`src/rtl/reg_arb_pkg.sv`:
```
// Shared constants and types for the register-file port arbiter.
// Used by reg_port_arbiter and reg_arb_starve_cnt.
package reg_arb_pkg;

    localparam int unsigned REG_ADDR_W = 4;
    localparam int unsigned REG_DATA_W = 8;
    localparam int unsigned REG_COUNT  = 16;
    localparam logic [REG_ADDR_W-1:0] DST_REG = 4'd15;

    typedef enum logic {
        PORT_CORE = 1'b0,
        PORT_DBG  = 1'b1
    } arb_port_e;

endpackage

```
`src/rtl/reg_arb_starve_cnt.sv`:
```
// Saturating wait counter for the debug port.
// Flags starvation once the count reaches STARVE_LIMIT.
module reg_arb_starve_cnt
    import reg_arb_pkg::*;
#(
    parameter int unsigned STARVE_LIMIT = 4
) (
    input  logic clk,
    input  logic rst_n,
    input  logic inc,
    input  logic clr,
    output logic starve
);

    logic [REG_ADDR_W-1:0] cnt;

    always_ff @(posedge clk or negedge rst_n) begin
        if (!rst_n) begin
            cnt <= '0;
        end else if (clr) begin
            cnt <= '0;
        end else if (inc && cnt != '1) begin
            cnt <= cnt + 1'b1;
        end
    end

    assign starve = (cnt >= REG_ADDR_W'(STARVE_LIMIT));

endmodule

```
`src/rtl/reg_port_arbiter.sv`:
```
// Two-port req/gnt arbiter in front of the 16x8 register file.
// Define REG_ARB_STARVE_EN to enable the port-1 starvation override.
module reg_port_arbiter
    import reg_arb_pkg::*;
#(
    parameter int unsigned STARVE_LIMIT = 4
) (
    input  logic                  CLK,
    input  logic                  RST_N,
    input  logic                  req0,
    input  logic                  we0,
    input  logic [REG_ADDR_W-1:0] addr0,
    input  logic [REG_DATA_W-1:0] wdata0,
    input  logic                  req1,
    input  logic                  we1,
    input  logic [REG_ADDR_W-1:0] addr1,
    input  logic [REG_DATA_W-1:0] wdata1,
    output logic                  gnt0,
    output logic                  gnt1,
    output logic                  rvalid0,
    output logic                  rvalid1,
    output logic [REG_DATA_W-1:0] rdata0,
    output logic [REG_DATA_W-1:0] rdata1,
    output logic [REG_ADDR_W-1:0] rf_reg_in,
    output logic [REG_DATA_W-1:0] rf_data_in,
    output logic                  rf_write_ctrl,
    input  logic [REG_DATA_W-1:0] rf_data_out
);

    logic      starve;
    logic      rd_pend;
    arb_port_e rd_owner;

`ifdef REG_ARB_STARVE_EN
    reg_arb_starve_cnt #(
        .STARVE_LIMIT(STARVE_LIMIT)
    ) u_starve (
        .clk   (CLK),
        .rst_n (RST_N),
        .inc   (req1 & ~gnt1),
        .clr   (gnt1 | ~req1),
        .starve(starve)
    );
`else
    logic [31:0] unused_starve_limit;
    assign unused_starve_limit = 32'(STARVE_LIMIT);
    assign starve = 1'b0;
`endif

    // Grants are gated by reset so a write cannot slip through mid-reset.
    assign gnt1 = RST_N & req1 & (~req0 | starve);
    assign gnt0 = RST_N & req0 & ~gnt1;

    always_comb begin
        rf_reg_in     = '0;
        rf_data_in    = '0;
        rf_write_ctrl = 1'b0;
        unique case (1'b1)
            gnt0: begin
                rf_reg_in     = addr0;
                rf_data_in    = wdata0;
                rf_write_ctrl = we0;
            end
            gnt1: begin
                rf_reg_in     = addr1;
                rf_data_in    = wdata1;
                rf_write_ctrl = we1;
            end
            default: ;
        endcase
    end

    always_ff @(posedge CLK or negedge RST_N) begin
        if (!RST_N) begin
            rd_pend  <= 1'b0;
            rd_owner <= PORT_CORE;
            rdata0   <= '0;
            rdata1   <= '0;
        end else begin
            rd_pend <= (gnt0 & ~we0) | (gnt1 & ~we1);
            if (gnt0 && !we0) begin
                rd_owner <= PORT_CORE;
                rdata0   <= rf_data_out;
            end
            if (gnt1 && !we1) begin
                rd_owner <= PORT_DBG;
                rdata1   <= rf_data_out;
            end
        end
    end

    assign rvalid0 = rd_pend & (rd_owner == PORT_CORE);
    assign rvalid1 = rd_pend & (rd_owner == PORT_DBG);

endmodule
```
`config.mk`:
```
export PLATFORM = sky130hd
export DESIGN_NAME = reg_port_arbiter
export DESIGN_NICKNAME = d
export VERILOG_FILES = /design/src/rtl/reg_arb_pkg.sv /design/src/rtl/reg_arb_starve_cnt.sv /design/src/rtl/reg_port_arbiter.sv
export SDC_FILE = /design/constraint.sdc
export NUM_CORES = 1
export LEC_CHECK = 0
export BUFFER_PORTS_ARGS = -buffer_cell sky130_fd_sc_hd__buf_2
export CAP_MARGIN = 20
export CORE_MARGIN = 5
export CORE_UTILIZATION = 38
export CTS_BUF_LIST = sky130_fd_sc_hd__clkbuf_4
export DETAILED_ROUTE_END_ITERATION = 8
export GPL_ROUTABILITY_DRIVEN = 0
export PLACE_DENSITY = 0.77
export SETUP_SLACK_MARGIN = 0.2
export SLEW_MARGIN = 5
export SYNTH_ARGS = -nofsm -noshare
export SYNTH_HDL_FRONTEND = slang
export SYNTH_SLANG_ARGS = --single-unit
```
`constraint.sdc`:
```
create_clock -name CLK -period 0.85 [get_ports CLK]
set_input_delay 0 -clock CLK [delete_from_list [all_inputs] [get_ports CLK]]
set_output_delay 0 -clock CLK [all_outputs]
set_load 0.01 [all_outputs]
```
# After elaboration in Yosys (flattened, before gate mapping)
# Cells that the tools add are included.
[op_classes]
n_mux = 5
bitwise_logic = 14
n_reduce_logical = 5
[ops]
columns = ["op", "n"]
rows = [
  ["$pmux 8 s2", 1],
  ["$and 1x1->1", 8],
  ["$pmux 4 s2", 1],
  ["$not 1->1", 5],
  ["$logic_and 1x1->1", 2],
  ["$logic_not 1->1", 2],
  ["$mux 1", 2],
  ["$pmux 1 s2", 1],
  ["$reduce_bool 2->1", 1],
  ["$or 1x1->1", 1],
]
[word_totals]
regBits = 18
in_bits = 38
out_inout_bits = 33
elab_cells = 28

# Logic depth before layout (Yosys ltp)
[depth]
word_depth = 7
mapped_depth = 4
ltp_nobuf = 2

# Worst setup path after synthesis
# Ideal clock, no wire load.
[synth_timing]
path_type = "input to register"
start = "in req1"
end = "reg rdata1[0]"
setup_time_ps = 125
t_arrival_ps = 762
required_time_ps = 725
path_slack_ps = -37
cell_stages = 4
path_cell_list = "buf_2 and4bb_1 buf_6 mux2_4"
[synth_between]
elab_chain_cells = 3
[synth_rtl]
columns = ["element", "line_no", "text"]
rows = [
  ["from (decl)", "reg_port_arbiter.sv:14", "input logic req1,"],
  ["$and 1x1->1 (2 in a row)", "reg_port_arbiter.sv:51", "assign gnt1 = RST_N & req1 & (~req0 | starve);"],
  ["$logic_and 1x1->1", "reg_port_arbiter.sv:85", "if (gnt1 && !we1) begin"],
  ["to (signal assigned)", "reg_port_arbiter.sv:87", "rdata1 <= rf_data_out;"],
  ["to (decl)", "reg_port_arbiter.sv:23", "output logic [REG_DATA_W-1:0] rdata1,"],
]
# Every way passes these cells.
# A chain may end at the register's enable or synchronous reset.

# Worst setup path after layout
[layout_timing]
start = "reg rd_owner"
end = "out rvalid1"
[layout_between]
elab_chain_cells = 1
[layout_rtl]
columns = ["element", "line_no", "text"]
rows = [
  ["from (decl)", "reg_port_arbiter.sv:32", "arb_port_e rd_owner;"],
  ["from (signal assigned)", "reg_port_arbiter.sv:76", "rd_owner <= PORT_CORE;"],
  ["from (signal assigned)", "reg_port_arbiter.sv:82", "rd_owner <= PORT_CORE;"],
  ["from (signal assigned)", "reg_port_arbiter.sv:86", "rd_owner <= PORT_DBG;"],
  ["$and 1x1->1", "reg_port_arbiter.sv:93", "assign rvalid1 = rd_pend & (rd_owner == PORT_DBG);"],
  ["to (decl)", "reg_port_arbiter.sv:21", "output logic rvalid1,"],
]
# Every way passes these cells.

==> impl_metrics.json <==
{
  "yosys.area_share.adder": 0,
  "holdCritPathClass": "input port to register",
  "hp-start": "rf_data_out[0]",
  "setup_viol": 4,
  "leakagePower_nw": 1.071,
  "grt_usage": 0.1832,
  "drtAntennaViolNets": 0,
  "clock_skew_ns": 0,
  "reg2regPathDepth": 3,
  "ioPinCount": 71,
  "drcViolationCount": 0,
  "syn2layout_area_growth_pct": 94.48,
  "worst_pin_slew_ns": 0.2522,
  "synth.ff_latch_count": 18,
  "async_flop_share": 1.000,
  "hold_viol_final": 15,
  "required_ns": 0.85,
  "synth_commonest_cells": "dfrtp_1 (18), a21boi_0 (13), nand2_1 (13), nand3b_1 (13), mux2_2 (10)",
  "dp_hpwl_um": 2304,
  "grt_start_max_net_pins": 14,
  "max_clock_freq_ghz": 0.9426,
  "die_h_um": 62.37,
  "core_sq_um": 2686,
  "grt_pass1_vias": 1227,
  "grt_pass1_wl_um": 5837,
  "holdWs_ns": -0.04372,
  "worstReg2RegEnd": "rd_owner",
  "status": "finished with violations",
  "die_area_sq_um": 3890,
  "path_clk_slew_ns": 0.10,
  "power.density_nw_per_um2": 1321,
  "h-tree-depth": 1,
  "initial_core_util": 0.3880,
  "synth_compound_area_frac": 0.1092,
  "worstPathMaxFanout": 2,
  "wl_um": 3630,
  "min_period_ns": 1.061,
  "slew_violations": 0,
  "ir_drop_mv": 1.328,
  "synth_simple_gate_area_frac": 0.2257,
  "crit_type": "register to output port",
  "path_cells": "buf_6 -> and2_4 -> buf_6",
  "cts.sinks": 18,
  "numCtsBuffers": 3,
  "end_kind": "output port",
  "critPathMaxStageDelay_ns": 0.42,
  "synth_seq_area_share": 0.4322,
  "ctsLongestPathBuffers": 2,
  "yosysWarnings": 0,
  "ys_top_cells_by_area": "dfrtp_1 (43%), mux2_2 (11%), a21boi_0 (9.4%)",
  "critPathSlowestCell": "dfrtp_1",
  "cap_violations": 0,
  "io_buffers": 70,
  "startpoint": "rd_owner",
  "worstReg2RegStart": "rd_owner",
  "yosysUniqueCellTypes": 19,
  "yosysTopAreaCellShare": 0.4322,
  "rsz0062_at_grt": "yes",
  "synth.area.mux_share": 0.1945,
  "synth_top_family_by_area": "simple AND/OR/NAND/NOR gates",
  "cts_tree": "built",
  "die_x_um": 62.37,
  "gr-total-overflow": 0,
  "avgSynthCellArea_sq_um": 11.09,
  "layout.nets": 228,
  "antenna_found_initial": 0,
  "drtIter0Drc": 18,
  "clk_latency_ns": 0.29,
  "via_count": 1091,
  "clockRootBuffer": "clkbuf_4",
  "reg2reg_setup_slack_ns": -0.15,
  "tns_ns": -0.5613,
  "num_rows": 19,
  "n_antenna_cell": 0,
  "drive_gt1_frac": 0.7407,
  "synth.most_common_cell": "dfrtp_1",
  "firstDrtPassIters": 4,
  "yosys.area.top_type": "dfrtp_1",
  "routed_via_density": 4.959,
  "synth_nets": 132,
  "slew_headroom": 0.8315,
  "path_common_cell": "buf_6",
  "post-route-period-util": 1.248,
  "synth-edff-count": 0,
  "arrival_ns": 1.06,
  "synth_xor_xnor_area_share": 0,
  "netlist_area_sq_um": 1042,
  "worstHoldPathCells": 2,
  "wl_per_cell_um": 16.50,
  "violations": "hold timing, setup timing",
  "synth_ff_type": "dfrtp_1",
  "min_to": "rdata0[0]",
  "dp_slack_ns": -0.1536,
  "cp-start-kind": "register",
  "synthCells": 94,
  "fin_ws_ns": -0.2109
}
power by group:
group	total (mW)	switching (mW)	internal (mW)
Combinational	1.14	0.449	0.691
Clock	0.418	0.248	0.170
Sequential	1.12	0.0987	1.02
Total	2.68	0.796	1.88
kinds of logic after synthesis:
group	after synthesis
simple gates	37
flops	18
mux	16
compound gates	15
buf+inv	8
worst max-delay path by stage:
stage	end	slack [ns]	cells after the start
global route	rvalid0	-0.26	3
global placement	rdata1[2]	-0.11	4
CTS	rvalid1	-0.23	3
detailed placement	rdata1[1]	-0.15	4
finish	rvalid1	-0.21	3
floorplan	rdata1[0]	0.005	4
layout by cell type, fill, tap and decap left out:
master,instances
buf_2,66
dfrtp_1,18
mux2_4,16
nand3b_1,13
buf_4,11
nand2_4,10
a21boi_2,10
buf_12,7
buf_6,6
buf_16,4
a21boi_1,3
nor2b_1,3
clkbuf_4,3
dlygate4sd3_1,3
nand2_2,2
and2_4,2
buf_8,2
and3b_1,1
nand2_1,1
nor3b_1,1
o21a_1,1
and4bb_1,1
nand3b_4,1
nand4bb_1,1
nand2b_1,1
a211o_1,1
clkinv_1,1
stage by stage:
step | hold WS [ns] | cells | utilization | instance area (sq um) | total power, mW
final | -0.04372 | 220 | 0.7545 | 2027 | 2.678
after global routing | -0.04631 | 220 | 0.7545 | 2027 | 2.832
after CTS | -0.05006 | 217 | 0.7112 | 1911 | 2.622
after detailed placement | -0.02998 | 200 | 0.5715 | 1535 | 2.001
after global placement | -0.04507 | 200 | 0.5715 | 1535 | 1.971
after floorplan | -0.2956 | 94 | - | 1101 | 1.594
critical path, delay by kind of cell (launching register included):
family	cells	cell delay, ns
flops	1	0.42
buf+inv	2	0.23
simple gates	1	0.12
flip-flops by register name, summed over array words and instances (netlist names):
register,flops
rdata0,8
rdata1,8
rd_owner,1
rd_pend,1
area by class of cell:
type / instances / area [sq um]
Fill cell: 173 / 659.4
Tap cell: 31 / 38.79
Clock inverter: 1 / 3.754
Sequential cell: 18 / 450.4
Clock buffer: 3 / 22.52
Multi-Input combinational cell: 68 / 720.7
Timing Repair Buffer: 99 / 790.8
metal layers:
metal	vias up	GRT usage	routed length (um)	share of wire
li1	524	-	-	-
met1	501	0.2018	1480	0.41
met2	62	0.3446	1800	0.50
met3	4	0.04496	316	0.087
met4	0	0.04775	33	0.0091
met5	-	0	0	0
what timing repair did:
| action | in CTS | in global routing |
|---|---|---|
| setup buffers | 6 | 3 |
| pin swaps | 10 | 13 |
| gates cloned | 4 | 0 |
| resized for setup | 43 | 20 |
| hold buffers | 3 | 1 |
| endpoints found under the setup margin | 50 | 62 |
| hold endpoints to repair | 34 | 28 |
Note: power is estimated with default switching activity, not from simulation.
